[src/rtl/alarm_ringer.sv]
// Alarm comparison and ringing controller: synchronises the 1 Hz tick, matches
// the alarm time, and sequences ringing, snooze, dismiss and auto-timeout.
module alarm_ringer #(
   parameter int RING_TIMEOUT_S = 60,
   parameter int SNOOZE_S       = 300,
   parameter int MAX_SNOOZE     = 3,
   parameter int TONE_DIV       = 50000
) (
   input  logic        clk,
   input  logic        reset,
   input  logic        sec_clk,
   input  logic        alarm_en,
   input  logic        settime,
   input  logic        dismiss,
   input  logic        snooze,
   input  logic [23:0] cur_digits,
   input  logic [23:0] alm_digits,
   output logic        ringing,
   output logic        snoozing,
   output logic        flash,
   output logic        beep,
   output logic [1:0]  snooze_left
);

   localparam int RW = (RING_TIMEOUT_S > 1) ? $clog2(RING_TIMEOUT_S) : 1;
   localparam int SW = (SNOOZE_S > 1)       ? $clog2(SNOOZE_S)       : 1;
   localparam int TW = (TONE_DIV > 1)       ? $clog2(TONE_DIV)       : 1;

   localparam logic [RW-1:0] RING_LAST = RW'(RING_TIMEOUT_S - 1);
   localparam logic [SW-1:0] SNZ_LAST  = SW'(SNOOZE_S - 1);
   localparam logic [TW-1:0] TONE_LAST = TW'(TONE_DIV - 1);
   localparam logic [1:0]    SNZ_MAX   = 2'(MAX_SNOOZE);

   typedef enum logic [1:0] {
      S_IDLE,
      S_ARMED,
      S_RINGING,
      S_SNOOZE
   } state_t;

   state_t        state, state_n;
   logic [RW-1:0] ring_cnt, ring_cnt_n;
   logic [SW-1:0] snz_cnt, snz_cnt_n;
   logic [TW-1:0] tone_cnt, tone_cnt_n;
   logic          tone, tone_n;
   logic          flash_q, flash_n;
   logic [1:0]    left_q, left_n;

   logic sync_meta, sync_q, sec_prev;
   logic sec_pulse;
   logic match;

   // sec_clk is asynchronous to clk; two flops before it is used anywhere.
   always_ff @(posedge clk or posedge reset) begin
      if (reset) begin
         sync_meta <= 1'b0;
         sync_q    <= 1'b0;
         sec_prev  <= 1'b0;
      end else begin
         // NOTE: non-blocking assignments make each flop sample the previous
         // stage's old value, which is what turns three lines into a shift chain.
         sync_meta <= sec_clk;
         sync_q    <= sync_meta;
         sec_prev  <= sync_q;
      end
   end

   assign sec_pulse = sync_q & ~sec_prev;
   assign match     = (cur_digits == alm_digits) & alarm_en & ~settime;

   always_ff @(posedge clk or posedge reset) begin
      if (reset) begin
         state    <= S_IDLE;
         ring_cnt <= '0;
         snz_cnt  <= '0;
         tone_cnt <= '0;
         tone     <= 1'b0;
         flash_q  <= 1'b0;
         left_q   <= 2'd0;
      end else begin
         state    <= state_n;
         ring_cnt <= ring_cnt_n;
         snz_cnt  <= snz_cnt_n;
         tone_cnt <= tone_cnt_n;
         tone     <= tone_n;
         flash_q  <= flash_n;
         left_q   <= left_n;
      end
   end

   always_comb begin
      // NOTE: every variable gets a default before the case so no path leaves
      // one unassigned, which would otherwise infer a latch.
      state_n    = state;
      ring_cnt_n = ring_cnt;
      snz_cnt_n  = snz_cnt;
      flash_n    = flash_q;
      left_n     = left_q;

      unique case (state)
         S_IDLE: begin
            flash_n = 1'b0;
            if (alarm_en) state_n = S_ARMED;
         end

         S_ARMED: begin
            flash_n = 1'b0;
            if (!alarm_en) begin
               state_n = S_IDLE;
            end else if (sec_pulse && match) begin
               state_n    = S_RINGING;
               ring_cnt_n = '0;
               left_n     = SNZ_MAX;
               flash_n    = 1'b1;
            end
         end

         // Key pulses outrank the per-second bookkeeping in the same cycle.
         S_RINGING: begin
            if (!alarm_en) begin
               state_n = S_IDLE;
               flash_n = 1'b0;
            end else if (dismiss) begin
               state_n = S_ARMED;
               flash_n = 1'b0;
            end else if (snooze && left_q != 2'd0) begin
               state_n   = S_SNOOZE;
               left_n    = left_q - 2'd1;
               snz_cnt_n = '0;
               flash_n   = 1'b0;
            end else if (sec_pulse) begin
               if (ring_cnt == RING_LAST) begin
                  state_n = S_ARMED;
                  flash_n = 1'b0;
               end else begin
                  ring_cnt_n = ring_cnt + 1'b1;
                  flash_n    = ~flash_q;
               end
            end
         end

         S_SNOOZE: begin
            flash_n = 1'b0;
            if (!alarm_en) begin
               state_n = S_IDLE;
            end else if (dismiss) begin
               state_n = S_ARMED;
            end else if (sec_pulse) begin
               if (snz_cnt == SNZ_LAST) begin
                  state_n    = S_RINGING;
                  ring_cnt_n = '0;
                  flash_n    = 1'b1;
               end else begin
                  snz_cnt_n = snz_cnt + 1'b1;
               end
            end
         end

         default: begin
            state_n = S_IDLE;
            flash_n = 1'b0;
         end
      endcase
   end

   // Tone generator runs only while ringing and restarts from zero each time.
   always_comb begin
      tone_cnt_n = '0;
      tone_n     = 1'b0;
      if (state == S_RINGING) begin
         if (tone_cnt == TONE_LAST) begin
            tone_cnt_n = '0;
            tone_n     = ~tone;
         end else begin
            tone_cnt_n = tone_cnt + 1'b1;
            tone_n     = tone;
         end
      end
   end

   assign ringing     = (state == S_RINGING);
   assign snoozing    = (state == S_SNOOZE);
   assign flash       = flash_q;
   assign snooze_left = left_q;
   assign beep        = tone & ringing & flash_q;

endmodule

[config.mk]
export PLATFORM = sky130hd
export DESIGN_NAME = alarm_ringer
export DESIGN_NICKNAME = d
export VERILOG_FILES = /design/src/rtl/alarm_ringer.sv
export SDC_FILE = /design/constraint.sdc
export NUM_CORES = 1
export LEC_CHECK = 0
export CORE_ASPECT_RATIO = 1.4
export CORE_MARGIN = 4
export CORE_UTILIZATION = 45
export CTS_BUF_LIST = sky130_fd_sc_hd__clkbuf_4 sky130_fd_sc_hd__clkbuf_8
export DETAILED_ROUTE_END_ITERATION = 16
export GPL_TIMING_DRIVEN = 0
export HOLD_SLACK_MARGIN = 0.05
export PLACE_DENSITY_LB_ADDON = 0.12
export SLEW_MARGIN = 20
export SYNTH_ARGS = -nofsm -noshare
export SYNTH_HDL_FRONTEND = slang
export SYNTH_SLANG_ARGS = --single-unit
export TNS_END_PERCENT = 5
[constraint.sdc]
create_clock -name clk -period 3.2 [get_ports clk]
set_clock_uncertainty 0.05 [all_clocks]
set_input_delay 0.64 -clock clk [delete_from_list [all_inputs] [get_ports clk]]
set_output_delay 0.64 -clock clk [all_outputs]
set_load 0.05 [all_outputs]
# Word level (Yosys, flattened, before mapping)
# Cells that the tools add are included.
[word_totals]
word_cells = 116
output_inout_bits = 6
ff_bits = 40
[op_classes]
eq_ne = 27
bitwise = 9
n_addsub = 4
n_reduce_logical = 11
muxes = 55
[ops]
columns = ["cell", "n"]
rows = [
  ["$mux W6", 11],
  ["$mux W9", 7],
  ["$mux W2", 17],
  ["$mux W16", 2],
  ["$eq A24 B24 Y1", 1],
  ["$ne A2 B2 Y1 const B", 10],
  ["$pmux W6 S3", 1],
  ["$pmux W9 S2", 1],
  ["$add A16 B1 Y16 const B", 1],
  ["$eq A16 B16 Y1 const B", 1],
  ["$mux W1", 13],
  ["$reduce_and A12 Y1", 1],
  ["$reduce_and A6 Y1", 2],
  ["$ne A2 B1 Y1 const B", 5],
  ["$ne A5 B3 Y1 const B", 2],
  ["$add A9 B1 Y9 const B", 1],
  ["$eq A9 B9 Y1 const B", 1],
  ["$ne A4 B3 Y1 const B", 2],
  ["$pmux W2 S4", 1],
  ["$reduce_and A8 Y1", 1],
  ["$add A6 B1 Y6 const B", 1],
  ["$eq A6 B6 Y1 const B", 1],
  ["$reduce_bool A2 Y1", 3],
  ["$and A1 B1 Y1", 5],
  ["10 further kinds", 15],
]

# Longest topological paths before layout
[logic_depth]
depth_word = 7
depth_mapped = 8
ltp_nobuf = 8

# Worst setup path after synthesis
# Ideal clock, no wire load.
[synth_timing]
path_type = "register to output"
startpoint = "register state[0]"
endpoint = "output beep"
arrival_ns = 1.513
path_buffers = 1
stages_incl_launch_ff = 5
slack_ns = 0.997
required_ns = 2.510
cell_sequence = "dfrtp_1 > clkbuf_1 > nand2b_1 > inv_2 > and3_1"
[synth_via]
elab_chain_len = 3
[synth_rtl]
columns = ["element", "line", "source"]
rows = [
  ["start, declared", "41", "state_t state, state_n;"],
  ["start signal, assigned", "81", "state <= state_n;"],
  ["$eq A2 B2 Y1", "181", "assign ringing = (state == S_RINGING);"],
  ["net ringing", "18", "output logic ringing,"],
  ["$and A1 B1 Y1 (2 in series)", "185", "assign beep = tone & ringing & flash_q;"],
  ["end, declared", "21", "output logic beep,"],
]
# The timed path passes the listed nets, and every way through them passes these cells.

# Worst setup path in the final report
[layout_timing]
startpoint = "register state[1]"
endpoint = "output beep"
[layout_via]
elab_chain_len = 3
[layout_rtl]
columns = ["element", "line"]
rows = [
  ["$eq A2 B2 Y1", "181"],
  ["$and A1 B1 Y1 (2 in series)", "185"],
]
# Every way passes these cells.

==> Implementation_results.wiki <==
{| class="wikitable"
! Metric !! Value
|-
| Outcome || completed
|-
| Area inside the core boundary || about 5200 µm²
|-
| MaxCap Viol Count || 0
|-
| Number of pins exceeding their max-slew limit in the final report || 0
|-
| Static power due to leakage || 0.001379 µW
|-
| Clock network latency to the later pin of the worst-skew pair || ~290 ps
|-
| Time the worst path needs with I/O delays and setup || just over 3000 ps
|-
| Switching pwr || around 320 µW
|-
| Biggest cell delay along the critical path || around 800 ps
|-
| Vias per cell || 5.389
|-
| Cell family contributing the most delay on the critical path || buffers and inverters
|-
| Internal power consumption || 830.6 µW
|-
| Io pins || 61
|-
| Number of nets produced by synthesis || around 320
|-
| Seq pwr share || 0.466
|-
| Number of antenna violations at the first check in global routing || 0
|-
| Number of buffers created by CTS || 5
|-
| Bufs and invs on worst path || 3
|-
| Placed cell count || between 300 and 400
|-
| Upper clock frequency limit || between 300 and 400 MHz
|-
| Layout filler cell count || 447
|-
| Setup total negative slack || 0 ps
|-
| Transition time at the pin with the least slew margin || around 500 ps
|-
| H-tree Lvls || 2
|-
| Post-synth ARST share || 1.000
|-
| Root cell of the clock tree || clkbuf_8
|-
| Maximum count of clock buffers along a single path || 2
|-
| Final wirelength || between 5000 and 6000 µm
|-
| Number of clock sinks seen by CTS || 40
|-
| Final Hold Violating Endpoints || 0
|-
| Number of cells produced by synthesis || 263
|-
| Horiz. Die Dim || approximately 70 µm
|-
| Sequential-to-total area share from yosys stat || 0.4164
|-
| Wirelength per Cell || about 14 µm
|-
| Layer with the highest usage || met2
|-
| Synth top area share || 0.4164
|-
| Met1 demand-to-capacity share in global routing || 0.1909
|-
| Number of standard cells in the layout, taps in and fillers out || 398
|-
| Via Count || approximately 2100
|-
| Combinational power share || 0.222
|-
| Netlist Area Pre-Place || 2404 µm²
|-
| Setup Crit Path Kind || flip-flop to output pin
|-
| Fraction of layout instances using a drive strength above 1 || 0.05723
|-
| Antenna-violating nets left || 0
|-
| RSZ-0062 raised after global routing || false
|-
| Cell taking the most area after synthesis || dfrtp_1
|-
| Largest voltage drop on the vdd net || between 0.3 and 0.4 mV
|-
| Nets || between 300 and 400
|-
| Placement row count || 31
|-
| Cell types occupying the most area after synthesis || dfrtp_1 42%, xor2_1 9.8%, nor2_1 5.0%, xnor2_1 4.4%, and3_1 3.4%
|-
| EDFF count, synth || 0
|-
| Length of the first detailed-routing pass in iterations || 4
|-
| Post-synthesis to final-layout area growth || 33.32%
|-
| Kind of path behind the tightest hold check || flip-flop to flip-flop
|-
| Worst-case headroom to the max-slew limit || 0.6610
|-
| Initial standard-cell utilization of the core || 0.4659
|-
| Via count of the first global-routing pass || between 2000 and 2500
|-
| Total setup violations reported at the end of the flow || 0
|-
| Quantity of gates resized following cts || 0
|-
| Total of buffers placed on input and output ports || 60
|-
| Power density of the placed cells || 358.9 nW/µm²
|-
| Overall overflow remaining after global route || 0
|-
| Synth Flop Type || dfrtp_1
|-
| Crit path max-delay cell type || clkdlybuf4s50_1
|-
| Max FO, Critical Path || 9
|-
| Critical path required time || between 2000 and 3000 ps
|-
| Count of cell types in the netlist || roughly 50
|-
| Post-route DRC || 0
|-
| Global-route wire length before repair || between 9000 and 10000 µm
|-
| DR iter-0 viols || 79
|-
| Hold Buf Count CTS || 0
|-
| Synth Register Bits || 40
|-
| Met2 capacity usage during global routing || 0.3446
|-
| Avg Synthesized Cell Area || 9.139 µm²
|-
| Area enclosed by the die boundary || between 6000 and 7000 µm²
|-
| Switching Fraction || 0.2778
|-
| Fin crit share || 0.9448
|-
| Clk network pwr share || 0.312
|-
| Total routing usage reported by global routing || 0.1817
|-
| Die height || ~94 µm
|-
| Clock transition at the registers of the reported paths || ~80 ps
|-
| GP Congestion || about 0.83
|-
| Post-DP HPWL || ~4500 µm
|-
| Type of destination of the critical path || output pin
|-
| Worst Setup Start Kind || flip-flop
|-
| CP Cell Sequence || clkbuf_1 > nand2b_1 > inv_2 > and3_1 > clkdlybuf4s50_1
|-
| Pin count of the biggest net entering global routing || 29
|-
| CP Data Arrival Time || between 2000 and 2500 ps
|-
| Post-CTS repair timing setup buffer count || 0
|-
| Post-route core utilization || 0.6212
|-
| M3 GR Usage || 0.04899
|-
| Clock tree from TritonCTS || yes
|-
| Number of warnings issued by yosys || 0
|-
| ANT cells || 0
|}
==> through the flow <==
step                      instance area (µm²)  setup WS, ps  hold slack [ps]  power [µW]
after floorplan                          2404         997.1            281.2       679.3
after CTS                                3204         155.3            317.1        1165
after detailed placement                 3107         451.0            290.9       803.5
after global placement                   3087         479.3            289.7       795.5
final                                    3204         176.5            320.7        1150
after global routing                     3204         28.21            331.1        1210
==> cell usage in the layout (no fill, tap or decap), types with 5 or more instances in the layout <==
cell type / Yosys / routed
nor3_1: 5 / 5
xnor2_1: 12 / 12
o21ai_0: 11 / 11
dfrtp_1: 40 / 40
nand4_1: 8 / 8
and3_1: 13 / 13
nor4_1: 9 / 9
clkbuf_1: 5 / 5
nor2b_1: 5 / 5
nor2_1: 32 / 32
nand2_1: 19 / 19
clkbuf_8: 0 / 6
nand3_1: 10 / 10
inv_1: 7 / 6
xor2_1: 27 / 27
clkdlybuf4s50_1: 0 / 60
o21ai_1: 7 / 7
nand2b_1: 5 / 5
==> layer usage <==
layer | share of wire | up-vias
li1 | - | 1069
met1 | 0.38 | 1010
met2 | 0.54 | 57
met3 | 0.059 | 9
met4 | 0.017 | 0
met5 | 0 | -
==> registers in the layout, summed over array words and instances (netlist names), 2 cells and up <==
register     cells
snooze_left      2
state            2
ring_cnt         6
snz_cnt          9
tone_cnt        16
==> power groups by stage <==
stage               logic, µW  registers, µW  clock network (µW)
CTS                       258            536                 371
floorplan                 108            571                   0
detailed placement        258            546                   0
global route              281            539                 390
finish                    255            536                 359
global placement          250            545                   0
==> cells in the mapped netlist, types with 4 or more instances <==
master    count
nor3_1        5
nand2_1      19
o21ai_0      11
nand2b_1      5
clkbuf_1      5
nor2_1       32
dfrtp_1      40
a21oi_1       4
nor2b_1       5
inv_1         7
xor2_1       27
xnor2_1      12
and3_1       13
nand3_1      10
ha_1          4
nand4_1       8
nor4_1        9
o21ai_1       7
==> area by class of cell <==
| class | instances | area, µm² | area share |
|---|---|---|---|
| multi-input cells | 210 | 1354 | 0.4225 |
| flip-flops and latches | 40 | 1001 | 0.3124 |
| repair buffers | 61 | 620.6 | 0.1937 |
| clock buffers | 7 | 90.09 | 0.02811 |
| well taps | 66 | 82.58 | 0.02577 |
| inverters | 8 | 30.03 | 0.009371 |
| plain buffers | 5 | 18.77 | 0.005857 |
| clock inverters | 1 | 7.507 | 0.002343 |
==> path summary, 6_finish.rpt <==
check	startpoint	end	slack, ps	cells after the start
worst max-delay path	state[1]$_DFFE_PP0P_	beep	180	5
worst min-delay path	sync_meta$_DFF_PP0_	sync_q$_DFF_PP0_	320	0
worst max register to register	snz_cnt[6]$_DFFE_PP0P_	ring_cnt[2]$_DFFE_PP0P_	860	6
worst min register to register	sync_meta$_DFF_PP0_	sync_q$_DFF_PP0_	320	0
max in group asynchronous	reset	tone_cnt[3]$_DFF_PP0_	2110	3
min in group asynchronous	reset	snz_cnt[5]$_DFFE_PP0P_	550	2
==> logic make-up after synthesis <==
group | synth area share
adders and majority gates | 0.02082
AOI/OAI and AO/OA | 0.1192
muxes | 0.008849
DFF | 0.4164
buffers and inverters | 0.02030
and+or+nand+nor | 0.2723
xor gates and xnor gates | 0.1421
(Power assumes the default switching activity.)
